## src/rtl/mux_pkg.sv

```systemverilog
// Shared definitions for the 2:1 lane serializer / deserializer pair.
package mux_pkg;

    typedef enum logic {
        WAIT_SYNC = 1'b0,
        ALIGNED   = 1'b1
    } rx_state_t;

    // A packed word is {data[7:0], valid}.
    localparam int PAQ_W      = 9;
    localparam int IDLE_CNT_W = 4;

endpackage

```

## src/rtl/paq_reg9.sv

```systemverilog
// Packed-word register with load enable; clears to zero on reset.
module paq_reg9
    import mux_pkg::*;
(
    input  logic             clk_4f,
    input  logic             reset,
    input  logic             en,
    input  logic [PAQ_W-1:0] d,
    output logic [PAQ_W-1:0] q
);

    always_ff @(posedge clk_4f or posedge reset) begin
        if (reset) begin
            q <= '0;
        end else if (en) begin
            q <= d;
        end
    end

endmodule

```

## src/rtl/demux1x2_8bits_rx.sv

```systemverilog
// Receive-side 1:2 lane deserializer.
// It recovers the lane phase from the first valid word and drops sync after IDLE_LIMIT idle pairs.
//
// state     | meaning
// WAIT_SYNC | unaligned; the first valid word is taken as lane 0
// ALIGNED   | lane_phase toggles each cycle; a pair completes on phase 1
module demux1x2_8bits_rx
    import mux_pkg::*;
#(
    parameter int IDLE_LIMIT = 4
) (
    input  logic       clk_4f,
    input  logic       reset,
    input  logic [7:0] data_000_cond,
    input  logic       valid_000_cond,
    output logic [7:0] data_00_rx,
    output logic       valid_00_rx,
    output logic [7:0] data_11_rx,
    output logic       valid_11_rx,
    output logic       pair_strobe,
    output logic       lane_phase,
    output logic       active
);

    localparam logic [IDLE_CNT_W-1:0] IDLE_MAX = IDLE_CNT_W'(IDLE_LIMIT);

    rx_state_t             state, state_nxt;
    logic                  phase_nxt;
    logic [IDLE_CNT_W-1:0] idle_cnt, idle_nxt, idle_inc;
    logic                  hold_en, pair_done, pair_idle;
    logic [PAQ_W-1:0]      in_word, hold_q, lane0_d, lane0_q, lane1_d, lane1_q;

    assign in_word   = {data_000_cond, valid_000_cond};
    assign pair_done = (state == ALIGNED) && lane_phase;
    assign pair_idle = !hold_q[0] && !valid_000_cond;
    assign idle_inc  = idle_cnt + 1'b1;

    always_ff @(posedge clk_4f or posedge reset) begin
        if (reset) begin
            state       <= WAIT_SYNC;
            lane_phase  <= 1'b0;
            idle_cnt    <= '0;
            pair_strobe <= 1'b0;
        end else begin
            state       <= state_nxt;
            lane_phase  <= phase_nxt;
            idle_cnt    <= idle_nxt;
            pair_strobe <= pair_done;
        end
    end

    always_comb begin
        state_nxt = state;
        phase_nxt = lane_phase;
        idle_nxt  = idle_cnt;
        hold_en   = 1'b0;
        case (state)
            WAIT_SYNC: begin
                if (valid_000_cond) begin
                    hold_en   = 1'b1;
                    state_nxt = ALIGNED;
                    phase_nxt = 1'b1;
                end
            end
            ALIGNED: begin
                phase_nxt = ~lane_phase;
                if (!lane_phase) begin
                    hold_en = 1'b1;
                end else if (pair_idle) begin
                    // Reaching the limit drops sync; the counter never holds IDLE_MAX.
                    if (idle_inc == IDLE_MAX) begin
                        state_nxt = WAIT_SYNC;
                        idle_nxt  = '0;
                    end else begin
                        idle_nxt = idle_inc;
                    end
                end else begin
                    idle_nxt = '0;
                end
            end
            default: state_nxt = WAIT_SYNC;
        endcase
    end

    // Invalid words leave the lane data untouched but still clear the lane valid.
    assign lane0_d = {(hold_q[0] ? hold_q[PAQ_W-1:1] : lane0_q[PAQ_W-1:1]), hold_q[0]};
    assign lane1_d = {(valid_000_cond ? data_000_cond : lane1_q[PAQ_W-1:1]), valid_000_cond};

    paq_reg9 u_hold (
        .clk_4f (clk_4f),
        .reset  (reset),
        .en     (hold_en),
        .d      (in_word),
        .q      (hold_q)
    );

    paq_reg9 u_lane0 (
        .clk_4f (clk_4f),
        .reset  (reset),
        .en     (pair_done),
        .d      (lane0_d),
        .q      (lane0_q)
    );

    paq_reg9 u_lane1 (
        .clk_4f (clk_4f),
        .reset  (reset),
        .en     (pair_done),
        .d      (lane1_d),
        .q      (lane1_q)
    );

    assign data_00_rx  = lane0_q[PAQ_W-1:1];
    assign valid_00_rx = lane0_q[0];
    assign data_11_rx  = lane1_q[PAQ_W-1:1];
    assign valid_11_rx = lane1_q[0];
    assign active      = (state == ALIGNED);

endmodule

```

## config.mk

```make
export PLATFORM = sky130hd
export DESIGN_NAME = demux1x2_8bits_rx
export DESIGN_NICKNAME = d
export VERILOG_FILES = /design/src/rtl/mux_pkg.sv /design/src/rtl/paq_reg9.sv /design/src/rtl/demux1x2_8bits_rx.sv
export SDC_FILE = /design/constraint.sdc
export NUM_CORES = 1
export LEC_CHECK = 0
export CAP_MARGIN = 0
export CORE_MARGIN = 4
export CORE_UTILIZATION = 51
export DETAILED_ROUTE_END_ITERATION = 8
export GPL_TIMING_DRIVEN = 1
export PLACE_DENSITY = 0.82
export SLEW_MARGIN = 20
export SYNTH_ARGS = -nofsm -noshare
export SYNTH_HDL_FRONTEND = slang
export SYNTH_SLANG_ARGS = --single-unit
```

## constraint.sdc

```tcl
create_clock -name clk_4f -period 2.9 [get_ports clk_4f]
set_input_delay 0.58 -clock clk_4f [delete_from_list [all_inputs] [get_ports clk_4f]]
set_output_delay 0.58 -clock clk_4f [all_outputs]
set_load 0.02 [all_outputs]
```

==> out/metrics.cfg, run 1 <==
[power]
power.leakage_nw=0.755
ir_worst_vdd_mv=0.841
power.density_nw_per_um2=1170

[min_path]
min_from=u_lane0.q[0]
hold_path_class=reg -> reg

[global_routing]
gr-total-overflow=0
grt_pass1_wl_um=4270
grt_max_degree=35
grt_pass1_vias=935
antenna_found_initial=0
track_usage_pct=17.2

[critical_path]
endpoint_kind=output port
critPathMaxStageDelay_ns=0.65
timing.rr.start=active
crit_required_ns=2.32
path_buf_inv=1
r2r_setup_slack_ns=1.47
worstRegToRegCells=4
crit_start=active
worst_path_dominant_cell_family=buffers and inverters
crit_end=active
rr_endpoint=u_hold.q[4]
worstPathCellList=clkdlybuf4s50_1
cp.depth=1
startpoint_type=flop
critical_path_arrival_ns=1.45
path_class=reg -> out
cp_max_fo=5
critPathSlowestCell=clkdlybuf4s50_1

[final_layout]
antenna_cells=0
instances_no_fill=161
multi_input_area_um2=463
seqCellArea_um2=851
syn2layout_area_growth_pct=30.2
fill_cells=169
final_net_count=142
utilization_pct=69.8
drive_gt1_share_pct=28.2

[clock_tree]
cts-htree-levels=2
hold_buffers=0
cts_resized=0
clkLatencyLatePin_ns=0.33
tritoncts=built
cts.path.max_buffers=2
clkSlewWorstSetupHoldPaths_ns=0.10
cts_root_buf=clkbuf_4
post_cts_buffers=0
cts_buffers=5
clock-sinks=34

[placed_design]
place_ws_ns=0.788
globalplace.congestion=0.810
place_inst=153
port_buffers=31

[route]
firstDrtPassIters=5
drt-total-wl_um=2480
drt-vias-per-instance=5.46
first_iter_violations=19
drcViolationCount=0
drtAntennaViolNets=0
num_vias=879
wl_per_cell_um=15.4

[sta]
rsz0062_at_grt=no
tns_ns=0
setup_viol=0
timing.final.ws_setup_ns=0.873
finalCritPeriodShare_pct=69.9
max_slew_margin_pct=71.4
worst_pin_slew_ns=0.429
fmax_ghz=0.493
hold_viol=0
finalCriticalPeriod_ns=2.03
drv_slew=0
skew_ns=0.00336

[floorplanning]
dieArea_um2=3510
fp-row-count=18
start_util_pct=53.6
io_pins=32
core_area_um2=2500
die_x_um=59.3
die_h_um=59.3

[synthesis]
avgSynthCellArea_um2=14.6
synth_top_area_share_pct=63.5
synth_cells=92
netlist_area_um2=1340
synth.net_count=104
yosysTopAreaCell=dfrtp_1
ys_seq_area_share_pct=63.5
ys_seq_elements=34
synth.area.top_cells=dfrtp_1 63%, mux2_2 19%, nand2_4 2.5%
ys_types=20
synth_warnings=0

[status]
outcome=complete, no violations

[job]
maxCapViolCount=0

worst min-delay path by stage:
| stage | cells after the start | to |
|---|---|---|
| final | 2 | u_lane0.q[0] |
| after floorplan | 1 | u_lane0.q[1] |
| after global placement | 2 | u_lane1.q[0] |
| after global routing | 2 | u_lane1.q[0] |
| after CTS | 2 | u_lane0.q[0] |
| after detailed placement | 2 | u_lane0.q[0] |
cell usage after synthesis (all sizes together):
cell	count
a21oi	3
a22o	1
buf	1
dfrtp	34
ha	1
inv	2
mux2	24
nand2	10
nand3	2
nand3b	1
nor2	5
nor3	3
nor3b	1
o21ai	2
o311ai	1
o31ai	1
flip-flops by register name, summed over array words and instances (netlist names):
signal,cells
active,1
idle_cnt,4
lane_phase,1
pair_strobe,1
u_hold.q,9
u_lane0.q,9
u_lane1.q,9
kinds of logic after synthesis:
kind of cell             count (synthesis)  share of synthesized area, %
AND/OR/NAND/NOR                         22                          9.43
multiplexers                            24                          20.4
adder cells (fa/ha/maj)                  1                         0.934
AO/OA/AOI/OAI                            8                          3.73
flip-flops                              34                          63.5
buffers and inverters                    3                          1.96
layout make-up:
type / count / area share, %
repair buffers: 32 / 18.2
clock inverters: 1 / 0.287
well taps: 30 / 2.15
inverters: 2 / 0.861
multi-input cells: 55 / 26.5
flip-flops and latches: 34 / 48.8
clock buffers: 7 / 3.16
cell usage in the layout, fill, tap and decap left out, drive strengths merged:
| master | instances |
|---|---|
| nor2 | 5 |
| nand3b | 1 |
| nand3 | 2 |
| clkinv | 1 |
| a22o | 1 |
| mux2 | 24 |
| o31ai | 1 |
| nor3 | 3 |
| inv | 2 |
| clkbuf | 7 |
| dfrtp | 34 |
| o21ai | 2 |
| nor3b | 1 |
| o311ai | 1 |
| nand2 | 10 |
| buf | 1 |
| clkdlybuf4s50 | 31 |
| ha | 1 |
| a21oi | 3 |
report_power, final:
part | switching [W] | internal [W] | total (W)
Clock | 0.000152 | 0.000117 | 0.000270
Sequential | 0.000130 | 0.000696 | 0.000826
Combinational | 0.000447 | 0.000500 | 0.000948
through the flow:
stage	power, W	instance area [µm²]	hold WS, ns
after CTS	0.00207	1740	0.491
final	0.00204	1740	0.495
after floorplan	0.00139	1340	0.477
after global routing	0.00218	1740	0.521
after global placement	0.00176	1680	0.465
after detailed placement	0.00180	1680	0.467
routing by layer:
layer,share of wire (%),track usage [%],vias up
li1,-,-,397
met1,43,20.4,445
met2,47,26.2,30
met3,7.9,7.63,7
met4,2.1,9.06,0
met5,0,0,-
Power figures use the tool's default switching activity.
==> inputs of run 2 (changes only) <==
--- a/config.mk
+++ b/config.mk
@@ -7,10 +7,10 @@
 export LEC_CHECK = 0
 export CAP_MARGIN = 0
 export CORE_MARGIN = 4
-export CORE_UTILIZATION = 51
+export CORE_UTILIZATION = 43
 export DETAILED_ROUTE_END_ITERATION = 8
 export GPL_TIMING_DRIVEN = 1
-export PLACE_DENSITY = 0.82
+export PLACE_DENSITY = 0.73
 export SLEW_MARGIN = 20
 export SYNTH_ARGS = -nofsm -noshare
 export SYNTH_HDL_FRONTEND = slang
==> constraint.sdc (replaced) <==
create_clock -name clk_4f -period 1.8 [get_ports clk_4f]
set_input_delay 0.36 -clock clk_4f [delete_from_list [all_inputs] [get_ports clk_4f]]
set_output_delay 0.36 -clock clk_4f [all_outputs]
set_load 0.02 [all_outputs]
==> run 2 against run 1 <==
- sequential share of layout area is 0.66 points lower
- sequential cell count stayed put
- total power is 61% higher
- register-to-register slack worse by 1.1 ns
- final area is 1.4% higher
- wire length is 2.9% higher
- clock power is 61% higher
- setup slack worse by 0.74 ns
- critical path depth stayed put
- largest power group unchanged
==> out/metrics.cfg, run 2 (synthesized netlist as in run 1, its figures left out) <==
[critical_path]
startpoint_type=flop
timing.rr.start=active
critPathSlowestCell=clkdlybuf4s50_1
path_buf_inv=1  ; unchanged
path_class=reg -> out
crit_required_ns=1.44  ; -0.88 ns
rr_endpoint=u_hold.q[8]
critPathMaxStageDelay_ns=0.62  ; -0.03 ns
crit_start=u_lane1.q[4]
critical_path_arrival_ns=1.31  ; -0.14 ns
crit_end=data_11_rx[3]
worst_path_dominant_cell_family=buffers and inverters
cp.depth=1  ; unchanged
worstRegToRegCells=4  ; unchanged
worstPathCellList=clkdlybuf4s50_1
cp_max_fo=2  ; -3
endpoint_kind=output port
r2r_setup_slack_ns=0.42  ; -1.05 ns

[global_routing]
grt_pass1_wl_um=4490  ; +5.2%
grt_pass1_vias=961  ; +2.8%
grt_max_degree=35  ; unchanged
antenna_found_initial=0  ; unchanged
track_usage_pct=14.6  ; -2.7 points
gr-total-overflow=0  ; unchanged

[placed_design]
post-dp-hpwl_um=1790
port_buffers=31  ; unchanged
globalplace.congestion=0.869  ; +7.3%

[final_layout]
layout_commonest_cell=dfrtp_1
fill_cells=238  ; +41%
syn2layout_area_growth_pct=31.9
final_net_count=143  ; +0.70%
reg_top3=u_hold.q (9), u_lane0.q (9), u_lane1.q (9)
layout_common_cells=34 x dfrtp_1, 29 x clkdlybuf4s50_1, 23 x mux2_2
antenna_cells=0  ; unchanged
drive_gt1_share_pct=28.8  ; +0.54 points

[sta]
hold_viol=0  ; unchanged
fmax_ghz=0.598
skew_ns=0.0122  ; +0.00887 ns
tns_ns=0  ; unchanged
drv_slew=0  ; unchanged
max_slew_margin_pct=72.2  ; +0.80 points
worst_pin_slew_ns=0.417  ; -0.0121 ns
setup_viol=0  ; unchanged
finalCriticalPeriod_ns=1.67
rsz0062_at_grt=no
finalCritPeriodShare_pct=92.8
whs_ns=0.413  ; -0.0822 ns

[power]
ir_worst_vdd_mv=1.03  ; +22%
power.density_nw_per_um2=1860  ; +59%
pwr-share-comb_pct=46.2  ; -0.2 points
pwr-share-seq_pct=40.6  ; +0.2 points
switching_share_pct=35.7  ; about the same
finalPower_w=0.00329  ; +61%
clockPowerShare_pct=13.2  ; about the same
power.leakage_nw=0.766  ; +1.5%
intPower_w=0.00211  ; +61%
p_sw_w=0.00117  ; +61%

[clock_tree]
tritoncts=built
clkLatencyLatePin_ns=0.34  ; about the same
hold_buffers=0  ; unchanged
clkSlewWorstSetupHoldPaths_ns=0.11  ; about the same
clock-sinks=34  ; unchanged
cts_root_buf=clkbuf_4
cts.path.max_buffers=2  ; unchanged
cts-htree-levels=2  ; unchanged
cts_buffers=5  ; unchanged

[route]
firstDrtPassIters=4  ; -1
drcViolationCount=0  ; unchanged
wl_per_cell_um=14.7  ; -4.8%
first_iter_violations=26  ; +7
drtAntennaViolNets=0  ; unchanged
drt-total-wl_um=2550  ; +2.9%
num_vias=863  ; -1.8%
drt-vias-per-instance=4.96  ; -9.2%

[floorplanning]
die_h_um=63.8  ; +7.7%
core_area_um2=2880  ; +15%
fp-row-count=19  ; +1
io_pins=32  ; unchanged
start_util_pct=46.6  ; -7.0 points
die_x_um=63.8  ; +7.7%
dieArea_um2=4070  ; +16%

[status]
outcome=complete, no violations

[min_path]
hold_path_class=in -> async

[job]
maxCapViolCount=0  ; unchanged

## run 2: area by class of cell
| cell class | count | area (µm²) | share of cell area [%] |
|---|---|---|---|
| multi-input cells | 55 | 463 | 26.2 |
| clock buffers | 7 | 55.1 | 3.11 |
| repair buffers | 33 | 327 | 18.5 |
| flip-flops and latches | 34 | 851 | 48.1 |
| clock inverters | 1 | 5.00 | 0.283 |
| inverters | 2 | 15.0 | 0.849 |
| well taps | 42 | 52.6 | 2.97 |
## run 2: what timing repair did
item,CTS,global route
endpoints found under the hold margin,0,0
buffers inserted,0,0
setup endpoints to repair,1,1
resized for setup,1,1
## run 2: power groups by stage
stage                     Sequential (W)  Clock, W  Combinational (W)
after detailed placement         0.00135         0            0.00155
after global routing             0.00139  0.000489            0.00163
final                            0.00133  0.000434            0.00152
after global placement           0.00133         0            0.00152
after CTS                        0.00134  0.000455            0.00155
after floorplan                  0.00160         0           0.000640
## run 2: worst min-delay path, delay by kind of cell
| kind | cells | cell delay (ns) |
|---|---|---|
| buf+inv | 3 | 0.82 |
## run 2: metal layers
layer	routed length [µm]	GRT usage [%]	vias to the layer above	share of wire (%)
li1	-	-	406	-
met1	1120	17.0	417	44
met2	1180	22.6	31	46
met3	183	6.83	9	7.2
met4	65	7.01	0	2.5
met5	0	0	-	0
## run 2: how the worst min path moves through the flow
stage	start	endpoint	slack, ns	cells after the start
2_1_floorplan	u_hold.q[1]	u_lane0.q[1]	0.48	1
3_3_place_gp	u_lane1.q[0]	u_lane1.q[0]	0.46	2
3_5_place_dp	u_lane1.q[0]	u_lane1.q[0]	0.46	2
4_1_cts	reset	idle_cnt[0]	0.43	3
5_1_grt	reset	pair_strobe	0.47	3
6_report	reset	idle_cnt[0]	0.41	3
## run 2: per-stage QoR
| stage | worst slack [ns] | instance area, µm² | cells | util [%] |
|---|---|---|---|---|
| 6_report | 0.129 | 1770 | 174 | 61.5 |
| 5_1_grt | 0.0521 | 1770 | 174 | 61.5 |
| 3_5_place_dp | 0.145 | 1710 | 166 | 59.3 |
| 2_1_floorplan | 0.425 | 1340 | 92 | - |
| 3_3_place_gp | 0.149 | 1710 | 166 | 59.3 |
| 4_1_cts | 0.0205 | 1770 | 174 | 61.4 |
==> inputs of run 3 (changes only) <==
--- a/config.mk
+++ b/config.mk
@@ -9,8 +9,9 @@
 export CORE_MARGIN = 4
 export CORE_UTILIZATION = 43
 export DETAILED_ROUTE_END_ITERATION = 8
+export GPL_ROUTABILITY_DRIVEN = 0
 export GPL_TIMING_DRIVEN = 1
-export PLACE_DENSITY = 0.73
+export PLACE_DENSITY = 0.72
 export SLEW_MARGIN = 20
 export SYNTH_ARGS = -nofsm -noshare
 export SYNTH_HDL_FRONTEND = slang
==> run 3 against run 2 <==
- combinational power barely moved
- register-to-register slack got worse by 0.02 ns
- critical path depth did not move
- global-route usage fell by 0.76 points
- via count fell by 1.5%
- hold slack improved by 0.017 ns
- largest cell class unchanged
- largest power group unchanged
- highest routed layer unchanged
==> out/metrics.cfg, run 3 (synthesized netlist as in run 1, its figures left out) <==
[status]
outcome=complete, no violations

[sta]
max_slew_margin_pct=72.7  ; +0.47 points
finalCriticalPeriod_ns=1.74  ; +0.0686 ns
tns_ns=0  ; unchanged
setup_viol=0  ; unchanged
skew_ns=0.00923  ; -0.00301 ns
drv_slew=0  ; unchanged
timing.final.ws_setup_ns=0.0602  ; -0.0686 ns
fmax_ghz=0.575  ; -3.9%
finalCritPeriodShare_pct=96.7  ; +3.8 points
worst_pin_slew_ns=0.410  ; -0.00703 ns
hold_viol=0  ; unchanged
rsz0062_at_grt=no

[route]
drt-vias-per-instance=4.89  ; -1.5%
firstDrtPassIters=5  ; +1
drt-total-wl_um=2470  ; -3.3%
drcViolationCount=0  ; unchanged
drtAntennaViolNets=0  ; unchanged
num_vias=850  ; -1.5%
wl_per_cell_um=14.2  ; -3.3%
first_iter_violations=63  ; +140%

[placed_design]
place_ws_ns=0.131  ; -0.0138 ns
port_buffers=31  ; unchanged
placed_area_um2=1710  ; unchanged
post-dp-hpwl_um=1800  ; +0.52%
place_inst=166  ; unchanged

[critical_path]
endpoint_kind=output port
worstRegToRegCells=4  ; unchanged
path_buf_inv=1  ; unchanged
crit_required_ns=1.44  ; about the same
worstPathCellList=clkdlybuf4s50_1
timing.rr.start=active
rr_endpoint=u_hold.q[8]
critPathMaxStageDelay_ns=0.63  ; about the same
r2r_setup_slack_ns=0.40  ; -0.02 ns
critical_path_arrival_ns=1.38  ; +0.07 ns
worst_path_dominant_cell_family=buffers and inverters
cp_max_fo=4  ; +2
startpoint_type=flop
crit_start=lane_phase
critPathSlowestCell=clkdlybuf4s50_1
path_class=reg -> out

[clock_tree]
cts.path.max_buffers=2  ; unchanged
cts-htree-levels=2  ; unchanged
clkSlewWorstSetupHoldPaths_ns=0.10  ; about the same
hold_buffers=0  ; unchanged
cts_root_buf=clkbuf_4
clock-sinks=34  ; unchanged
cts_buffers=5  ; unchanged
clkLatencyLatePin_ns=0.31  ; -0.03 ns
tritoncts=built

[floorplanning]
die_h_um=63.8  ; unchanged
dieArea_um2=4070  ; unchanged
fp-row-count=19  ; unchanged
start_util_pct=46.6  ; unchanged
io_pins=32  ; unchanged
core_area_um2=2880  ; unchanged
die_x_um=63.8  ; unchanged

[final_layout]
syn2layout_area_growth_pct=31.7
reg_top3=u_hold.q (9), u_lane0.q (9), u_lane1.q (9)
fill_cells=246  ; +3.4%
seqCellArea_um2=851  ; unchanged
antenna_cells=0  ; unchanged
layout_common_cells=34 x dfrtp_1, 30 x clkdlybuf4s50_1, 23 x mux2_2
design_area_um2=1770  ; -0.14%
final_net_count=143  ; unchanged
instances_no_fill=174  ; unchanged
multi_input_area_um2=463  ; unchanged
drive_gt1_share_pct=28.8  ; unchanged
layout_commonest_cell=dfrtp_1

[global_routing]
gr-total-overflow=0  ; unchanged
track_usage_pct=13.8  ; -0.76 points
antenna_found_initial=0  ; unchanged
grt_pass1_vias=962  ; +0.10%
grt_max_degree=35  ; unchanged
grt_pass1_wl_um=4420  ; -1.5%

[job]
maxCapViolCount=0  ; unchanged

[power]
power.leakage_nw=0.758  ; -1.1%
power.density_nw_per_um2=1860  ; -0.21%
ir_worst_vdd_mv=1.03  ; +0.11%
finalPower_w=0.00328  ; -0.35%

[min_path]
hold_path_class=in -> async

run 3: stage by stage:
step	hold WS (ns)	util [%]
finish	0.430	61.4
global route	0.461	61.4
CTS	0.430	61.4
detailed placement	0.464	59.3
global placement	0.462	59.3
floorplan	0.477	-
run 3: worst max path at each step:
stage,to,depth (start not counted)
after global routing,lane_phase,1
after CTS,lane_phase,1
after detailed placement,u_hold.q[7],4
after floorplan,u_hold.q[1],4
after global placement,u_hold.q[3],4
final,lane_phase,1
run 3: where the power goes:
| part | switching (W) | total [W] | leakage, nW | internal (W) |
|---|---|---|---|---|
| clock network | 0.000234 | 0.000424 | 0.0353 | 0.000189 |
| logic | 0.000715 | 0.00152 | 0.319 | 0.000807 |
| registers | 0.000209 | 0.00133 | 0.404 | 0.00112 |
| total | 0.00116 | 0.00328 | 0.758 | 0.00212 |
run 3: area by class of cell:
| class | instances | area share, % |
|---|---|---|
| multi-input cells | 55 | 26.2 |
| well taps | 42 | 2.98 |
| clock inverters | 1 | 0.283 |
| flip-flops and latches | 34 | 48.2 |
| clock buffers | 7 | 3.12 |
| repair buffers | 33 | 18.4 |
| inverters | 2 | 0.850 |
run 3: per-layer routing:
| layer | track usage, % | share of wire (%) |
|---|---|---|
| met1 | 18.0 | 46 |
| met2 | 21.5 | 48 |
| met3 | 3.50 | 3.8 |
| met4 | 6.47 | 2.2 |
| met5 | 0 | 0 |
run 3: what timing repair did:
| item | CTS | global route |
|---|---|---|
| resized for setup | 1 | 0 |
| setup buffers | 0 | 0 |
| setup endpoints to repair | 1 | 0 |
